## src/rtl/alu_result_stage.sv

```systemverilog
// Two-entry skid buffer behind the ALU: captures {result, op, zero, neg}, latency 1 cycle push-to-visible.
// Backpressure: in_ready depends only on registered occupancy; out_* depend only on registered state.
module alu_result_stage #(
  parameter int WIDTH = 32,
  parameter int OPW   = 3,
  parameter int CNTW  = 16
) (
  input  logic             clk,
  input  logic             reset,
  input  logic             in_valid,
  output logic             in_ready,
  input  logic [WIDTH-1:0] in_result,
  input  logic [OPW-1:0]   in_op,
  output logic             out_valid,
  input  logic             out_ready,
  output logic [WIDTH-1:0] out_result,
  output logic [OPW-1:0]   out_op,
  output logic             out_zero,
  output logic             out_neg,
  output logic [CNTW-1:0]  out_count
);

  typedef struct packed {
    logic [WIDTH-1:0] result;
    logic [OPW-1:0]   op;
    logic             zero;
    logic             neg;
  } entry_t;

  entry_t          mem [2];
  entry_t          head_entry;
  logic [1:0]      cnt;
  logic            head;
  logic            tail;
  logic            push;
  logic            pop;
  logic [CNTW-1:0] count;

  assign in_ready  = (cnt != 2'd2);
  assign out_valid = (cnt != 2'd0);
  assign push      = in_valid & in_ready;
  assign pop       = out_valid & out_ready;
  assign out_count = count;

  always_ff @(posedge clk) begin
    if (reset) begin
      mem[0] <= '0;
      mem[1] <= '0;
      cnt    <= 2'd0;
      head   <= 1'b0;
      tail   <= 1'b0;
      count  <= '0;
    end else begin
      if (push) begin
        // Flags are derived once at capture and travel with the entry.
        mem[tail] <= '{result: in_result, op: in_op, zero: ~|in_result, neg: in_result[WIDTH-1]};
        tail      <= ~tail;
      end
      if (pop) begin
        head  <= ~head;
        count <= count + 1'b1;
      end
      if (push && !pop)
        cnt <= cnt + 2'd1;
      else if (pop && !push)
        cnt <= cnt - 2'd1;
    end
  end

  always_comb begin
    head_entry = mem[head];
    out_result = '0;
    out_op     = '0;
    out_zero   = 1'b0;
    out_neg    = 1'b0;
    // Everything reads zero while empty so no stale entry is ever visible.
    if (out_valid) begin
      out_result = head_entry.result;
      out_op     = head_entry.op;
      out_zero   = head_entry.zero;
      out_neg    = head_entry.neg;
    end
  end

endmodule

```

## config.mk

```make
export PLATFORM = sky130hd
export DESIGN_NAME = alu_result_stage
export DESIGN_NICKNAME = d
export VERILOG_FILES = /design/src/rtl/alu_result_stage.sv
export SDC_FILE = /design/constraint.sdc
export NUM_CORES = 1
export LEC_CHECK = 0
export CORE_MARGIN = 4
export CORE_UTILIZATION = 46
export CTS_CLUSTER_DIAMETER = 150
export DETAILED_ROUTE_END_ITERATION = 8
export PLACE_DENSITY_LB_ADDON = 0.1
export SYNTH_ARGS = -nofsm -noshare
export SYNTH_HDL_FRONTEND = slang
export SYNTH_SLANG_ARGS = --single-unit
```

## constraint.sdc

```tcl
create_clock -name clk -period 2.75 [get_ports clk]
set_clock_uncertainty 0.2 [all_clocks]
set_input_delay 0.55 -clock clk [delete_from_list [all_inputs] [get_ports clk]]
set_output_delay 0.55 -clock clk [all_outputs]
set_load 0.02 [all_outputs]
```

## Yosys cells after proc, flatten, opt, wreduce, memory -nomap -nowiden

Memory sizes are Yosys's and may differ from the RTL's. A register that Yosys moved wholly into a read port is not among the register bits.
Index checks and enable logic that the tools add are counted.
Widths: inputs -> output; s select.

| cells by class | value |
|---|---|
| add/sub/neg operators | 3 |
| $mul | 0 |
| div/mod/pow operators | 0 |
| $lt $le $gt $ge | 0 |
| equality and inequality tests | 1 |
| shift-type cells | 0 |
| muxes and demuxes | 16 |
| bitwise operators | 4 |
| reduce and logical (&&, ||, !) cells | 9 |

Operators with widths:

| cell | number |
|---|---|
| $mux 37 | 1 |
| $reduce_or 37->1 | 1 |
| $mux 32 | 1 |
| $reduce_or 32->1 | 1 |
| $add 16x1->16 const B | 1 |
| $mux 1 | 11 |
| $mux 2 | 2 |
| $reduce_bool 2->1 | 2 |
| $logic_not 1->1 | 3 |
| $mux 3 | 1 |
| $add 2x1->2 const B | 1 |
| $and 1x1->1 | 2 |
| $logic_and 1x1->1 | 2 |
| $ne 2x2->1 const B | 1 |
| $not 1->1 | 2 |
| $sub 2x1->2 const B | 1 |

| word-level totals | value |
|---|---|
| register bits | 20 |
| latch bits | 0 |
| bits in writable memories | 74 |
| memory bits (read-only) | 0 |
| bits of input ports | 39 |
| output and inout port bits | 55 |
| word-level logic and storage cells | 38 |
| memories | 1 |

Memories:

| memory | words | bits a word | read ports | clocked after memory_dff | write ports | line | text |
|---|---|---|---|---|---|---|---|
| mem | 2 | 37 | 1 | 1 | 2 | 30 | `entry_t mem [2];` |

## Longest topological paths before layout

Gate-level depths: netlist of the first run.

| logic depth | value |
|---|---|
| depth after elaboration | 7 |
| gate-level depth with buffers | 8 |
| depth with buffers taken out | 7 |

## Worst setup path after synthesis of the first run

OpenSTA, ideal clock, no wires.

| timing path | value |
|---|---|
| path kind | reg-to-reg |
| start | register cnt[0] |
| end | memory mem[0][0] (netlist bit) (enable) |
| library setup time | 0.437 ns |
| data arrival time | 2.549 ns |
| required time | 2.113 ns |
| path slack | -0.436 ns |
| stages on the path, launching flop included | 5 |
| buffers on the path | 1 |
| clock period less this slack | 3.186 ns |
| path through | dfxtp_1 buf_4 nand2b_1 nand2_2 o21bai_1 |

RTL lines:

| item | line | text |
|---|---|---|
| from (decl) | 32 | `logic [1:0] cnt;` |
| from (signal assigned) | 64 | `cnt <= cnt + 2'd1;` |
| from (signal assigned) | 66 | `cnt <= cnt - 2'd1;` |
| to (decl) | 30 |  |

==> results of run 1 <==
[sequential cells by signal (all words and copies together) (netlist names), named ones only]
| signal | flops |
|---|---|
| head | 1 |
| tail | 1 |
| cnt | 2 |
| out_count | 16 |
| mem | 72 |
[cells by family after synthesis]
logic type               share of synthesized area
multiplexers                                0.0882
XOR/XNOR                                    0.0312
buffers and inverters                       0.0240
flip-flops                                   0.613
adder cells (fa/ha/maj)                    0.00594
AO/OA/AOI/OAI                               0.0184
AND/OR/NAND/NOR                              0.219
[what timing repair did]
action                     CTS  global route
pin swaps                    0             0
resized for setup            1             2
setup endpoints to repair    4             3
[metrics by stage]
stage	hold slack, ps	setup WS (ps)
after CTS	309	21.8
after global placement	285	89.7
after detailed placement	288	33.0
final	308	82.7
after floorplan	272	329
after global routing	359	5.90
[worst register-to-register path, delay by kind of cell (launching register included)]
kind | cells | cell delay (ps)
simple gates | 4 | 1350
flops | 1 | 430
buf+inv | 1 | 170
[layout by cell type, fill, tap and decap left out, drive strengths merged]
cell and instances:
and2 72, nor2b 1, o21ai 3, nor3b 1, or2 1, clkinv 2
o2111ai 1, clkdlybuf4s50 93, nor3 4, ha 2, nand3 6, xor2 6
a21oi 5, buf 10, a31o 1, clkbuf 14, mux2i 36, o21bai 1
nand4 4, nand2b 2, or3 3, nor4 13, dfxtp 21, edfxtp 72
nor2 57, nand2 6, o211ai 1, inv 6, mux2 1, xnor2 9
[worst paths after layout]
kind,slack (ps),cells after the start,to
hold / removal,310,2,register
setup reg to reg,460,5,mem[0][35]
hold reg to reg,310,2,register
setup / recovery,80,4,out_op[2]
[power groups by stage]
stage | combinational, mW | clock [mW] | sequential [mW]
floorplan | 0.888 | 0 | 1.82
global placement | 1.50 | 0 | 1.87
detailed placement | 1.51 | 0 | 1.88
CTS | 1.52 | 0.838 | 1.85
global route | 1.61 | 0.903 | 1.88
finish | 1.50 | 0.816 | 1.85
[final cells by class]
class                           count  area share
Timing Repair Buffer              103       0.187
Tap cell                          108      0.0245
Sequential cell                    93       0.470
Clock inverter                      2     0.00182
Multi-Input combinational cell    236       0.283
Clock buffer                       14      0.0297
Inverter                            6     0.00409
[metal layers]
layer | GRT usage | routed length [um]
met5 | 0 | 0
met1 | 0.208 | 3970
met3 | 0.0404 | 422
met2 | 0.293 | 4400
met4 | 0.0598 | 112
==> impl_metrics.toml, run 1 <==
[routing]
wirelength_um = 8910
vias = 2884
ant_nets = 0
drt-pass1-iter-count = 7
drtIter0Drc = 91
wl_per_cell_um = 15.8
avgViaCountPerCell = 5.13
drt_drc_violations_left = 0

[critical_path]
critical_path.max_stage_delay_ps = 540
cp_top_family = "buffers and inverters"
cpMaxStageDelayCell = "clkdlybuf4s50_1"
endpoint_kind = "output pin"
path_buf_inv = 2
worst-path-max-fanout = 16
worst-endpoint-required_ps = 2000
path_class = "reg -> out"
setup.worst_path.start_class = "register"
crit_path_cell_trace = "buf_12 > mux2i_1 > nor2_1 > clkdlybuf4s50_1"
rr_startpoint = "cnt[0]"
cp_data_arrival_time_ps = 1920

[place]
dp.final_hpwl_um = 6090
dp_cells = 546
gp_congestion = 0.779
buffer_ports.inserted = 93
dpl_cell_area_um2 = 5330

[power]
clockPowerShare = 0.196
power_density_nw_per_um2 = 757
intPower_mw = 2.80
switching_share = 0.328
finalPower_mw = 4.17
peakVddDrop_uv = 293
seq_power_share = 0.444
p_leak_nw = 1.97
switchingPower_mw = 1.37
p_comb_frac = 0.361

[sta]
setup_tns_ps = 0
period_share = 0.970
hold_viol = 0
slew_headroom = 0.269
worst_pin_slew_ps = 1090
final-max-slew-violation-count = 0
layout_min_cycle_time_ps = 2670
setup_viol = 0
fmax_mhz = 375
rsz0062_at_grt = "no"

[die]
start_util = 0.479
num_io_pins = 94
die_w_um = 104
dieArea_um2 = 10800
coreArea_um2 = 8810
rows = 34
die_h_um = 104

[logic_synthesis]
syn_avg_cell_area_um2 = 11.9
synth_top_area_frac = 0.513
synth_nets = 394
synth_area_um2 = 4210
synth-edff-count = 72
yosys_warnings = 0
ys_async_sr_fraction = 0
synthTopCellsByCount = "72 x and2_1, 72 x edfxtp_1, 56 x nor2_1"
synth_top_area_cell = "edfxtp_1"
synthDistinctLibCells = 33
synth-seq-area-share = 0.613
synth_ff_type = "edfxtp_1"
syn_inst = 353
ys_ff_latch = 93
ys_top_cells_by_area = "edfxtp_1 51%, and2_1 11%, dfxtp_1 10%"

[final_layout]
stdcell_count = 562
multiInputGateArea_um2 = 1560
drive_gt1_frac = 0.0771
seq_area_um2 = 2590
n_fill_cell = 723
num_antenna_cells = 0
syn_to_final_growth_pct = 30.8
final_util = 0.626
postLayoutCellArea_um2 = 5510
final_nets = 490

[cts]
cts_hold_buffers = 0
clk_latency_ps = 340
cts_buffers = 9
clk_path_buf_depth = 2
cts_sinks = 93
cts_tree = "built"
post-cts-setup-buffer-count = 0
htree_levels = 3
cts_root_buffer = "clkbuf_8"
clk_pin_slew_ps = 80

[outcome]
outcome = "finished, final reports clean"

[grt]
overflow = 0
grt_max_degree = 37
grt_first_pass_wirelength_um = 14600
antenna_found_initial = 0
grt_use_total = 0.170
first_global_vias = 3013

[run]
max_cap_violations = 0

[min_path]
hold_path.startpoint = "head"
worst_hold_path_type = "reg -> reg"
(Power assumes the default switching activity.)
==> run 2, diff against run 1 <==
CTS_CLUSTER_DIAMETER = 200   (was 150)
==> results of run 2 <==
Same layout as run 1: the final DEF is identical, and so are final timing and power.
==> run 3, diff against run 2 <==
CORE_UTILIZATION = 54   (was 46)
clock period = 3.12 ns   (was 2.75 ns; I/O delays follow)
==> run 3 against run 2 <==
Effect of this change: final area is 0.54% lower; sequential share of layout area increased by 0.17 points; routed wire length fell by 2.6%; clock power shrank 2%; global-route usage grew 2.9 points; final cell count decreased by 1.8%; count of clock-buffer cells in the layout decreased by 2; first-iteration DRC count up 34%; via count rose by 0.17%; total power down 11%; critical path type unchanged; largest power group unchanged; highest routed layer unchanged.
==> impl_metrics.toml, run 3 (same netlist as run 1, synthesis figures left out) <==
[outcome]
outcome = "finished, final reports clean"

[cts]
cts_hold_buffers = 0
clk_pin_slew_ps = 90
ctsResizeCount = 0
cts_root_buffer = "clkbuf_8"
cts_buffers = 9
cts_sinks = 93
clk_path_buf_depth = 2
clk_latency_ps = 360
post-cts-setup-buffer-count = 0
cts_tree = "built"
htree_levels = 3

[critical_path]
worst-path-max-fanout = 20
setup.worst_path.start_class = "register"
cp_top_family = "buffers and inverters"
path_class = "reg -> out"
cp_data_arrival_time_ps = 2140
worst-endpoint-required_ps = 2300
critPathLaunch = "cnt[0]"
endpoint_kind = "output pin"
crit_path_cell_trace = "nor2_4 > buf_4 > nor2_1 > clkdlybuf4s50_1"
path_buf_inv = 2
rr_startpoint = "cnt[0]"
cpMaxStageDelayCell = "clkdlybuf4s50_1"
critical_path.max_stage_delay_ps = 540

[routing]
wl_per_cell_um = 15.7
avgViaCountPerCell = 5.23
vias = 2889
wirelength_um = 8670
drt_drc_violations_left = 0
drt-pass1-iter-count = 4
ant_nets = 0
drtIter0Drc = 122

[min_path]
worst_hold_path_type = "reg -> reg"
hold_path.startpoint = "out_count[1]"

[sta]
holdWs_ps = 299
final-max-slew-violation-count = 0
layout_min_cycle_time_ps = 2960
setup_tns_ps = 0
rsz0062_at_grt = "no"
worst_pin_slew_ps = 984
hold_viol = 0
period_share = 0.950
slew_headroom = 0.342
fmax_mhz = 337
setup_viol = 0

[die]
num_io_pins = 94
rows = 31
start_util = 0.569
die_h_um = 96.3
dieArea_um2 = 9280
die_w_um = 96.3
coreArea_um2 = 7410

[final_layout]
final_nets = 489
most-common-layout-cells = "93 x clkdlybuf4s50_1, 72 x and2_1, 72 x edfxtp_1"
num_antenna_cells = 0
largest_reg_flops = 72
layout_commonest_cell = "clkdlybuf4s50_1"
syn_to_final_growth_pct = 30.0
drive_gt1_frac = 0.0684
n_fill_cell = 511
multiInputGateArea_um2 = 1560
seq_area_um2 = 2580
final_util = 0.740
regMostFlops = "mem"

[place]
buffer_ports.inserted = 93
gp_congestion = 0.770
dp.final_hpwl_um = 5900

[grt]
grt_first_pass_wirelength_um = 13800
overflow = 0
first_global_vias = 2876
grt_use_total = 0.199
grt_max_degree = 37
antenna_found_initial = 0

[run]
max_cap_violations = 0

[power]
peakVddDrop_uv = 333
p_leak_nw = 1.96
power_density_nw_per_um2 = 675
[run 3: changes by cell type in the layout (fill, tap and decap cells not counted)]
cell	change
buf_12	-2
buf_4	+1
bufinv_16	+1
clkbuf_2	-1
clkbuf_8	-1
clkinv_1	+1
clkinv_2	-1
dfxtp_1	+2
dfxtp_2	-1
dfxtp_4	-1
inv_6	+1
[run 3: layer usage]
| layer | up-vias | wire (um) | GRT usage |
|---|---|---|---|
| li1 | 1418 | - | - |
| met1 | 1359 | 3700 | 0.252 |
| met2 | 98 | 4330 | 0.335 |
| met3 | 14 | 486 | 0.0391 |
| met4 | 0 | 155 | 0.0783 |
| met5 | - | 0 | 0 |
[run 3: area by class of cell]
cell class / instances / share of cell area
well taps: 99 / 0.0226
flip-flops and latches: 93 / 0.471
repair buffers: 102 / 0.182
clock buffers: 12 / 0.0265
inverters: 6 / 0.00411
multi-input cells: 236 / 0.284
clock inverters: 4 / 0.00868
[run 3: power by group]
part           total, mW  internal, mW  switching (mW)  leakage (nW)
Combinational       1.30         0.576           0.724         0.927
Sequential          1.60          1.53          0.0767         0.933
Clock              0.799         0.393           0.406        0.0984
[run 3: worst paths after layout]
path | endpoint | slack, ps | cells past startpoint
min reg2reg | out_count[1] | 300 | 2
max reg2reg | cnt[1] | 870 | 6
min | out_count[1] | 300 | 2
max | out_result[14] | 160 | 4
[run 3: worst register-to-register path, cell delays in order (launching register included)]
cell and delay [ps]:
dfxtp_1 410, nor2_4 420, inv_1 160, nand2_1 210, ha_1 290, or3_1 360, a21oi_1 140
[run 3: stage by stage]
step	instances	area [um2]	worst slack, ps	power (mW)
after detailed placement	536	5290	438	2.95
after global placement	536	5290	469	2.92
after CTS	552	5480	115	3.73
final	552	5480	155	3.70
after floorplan	353	4220	699	2.39
after global routing	552	5480	3.46	3.88
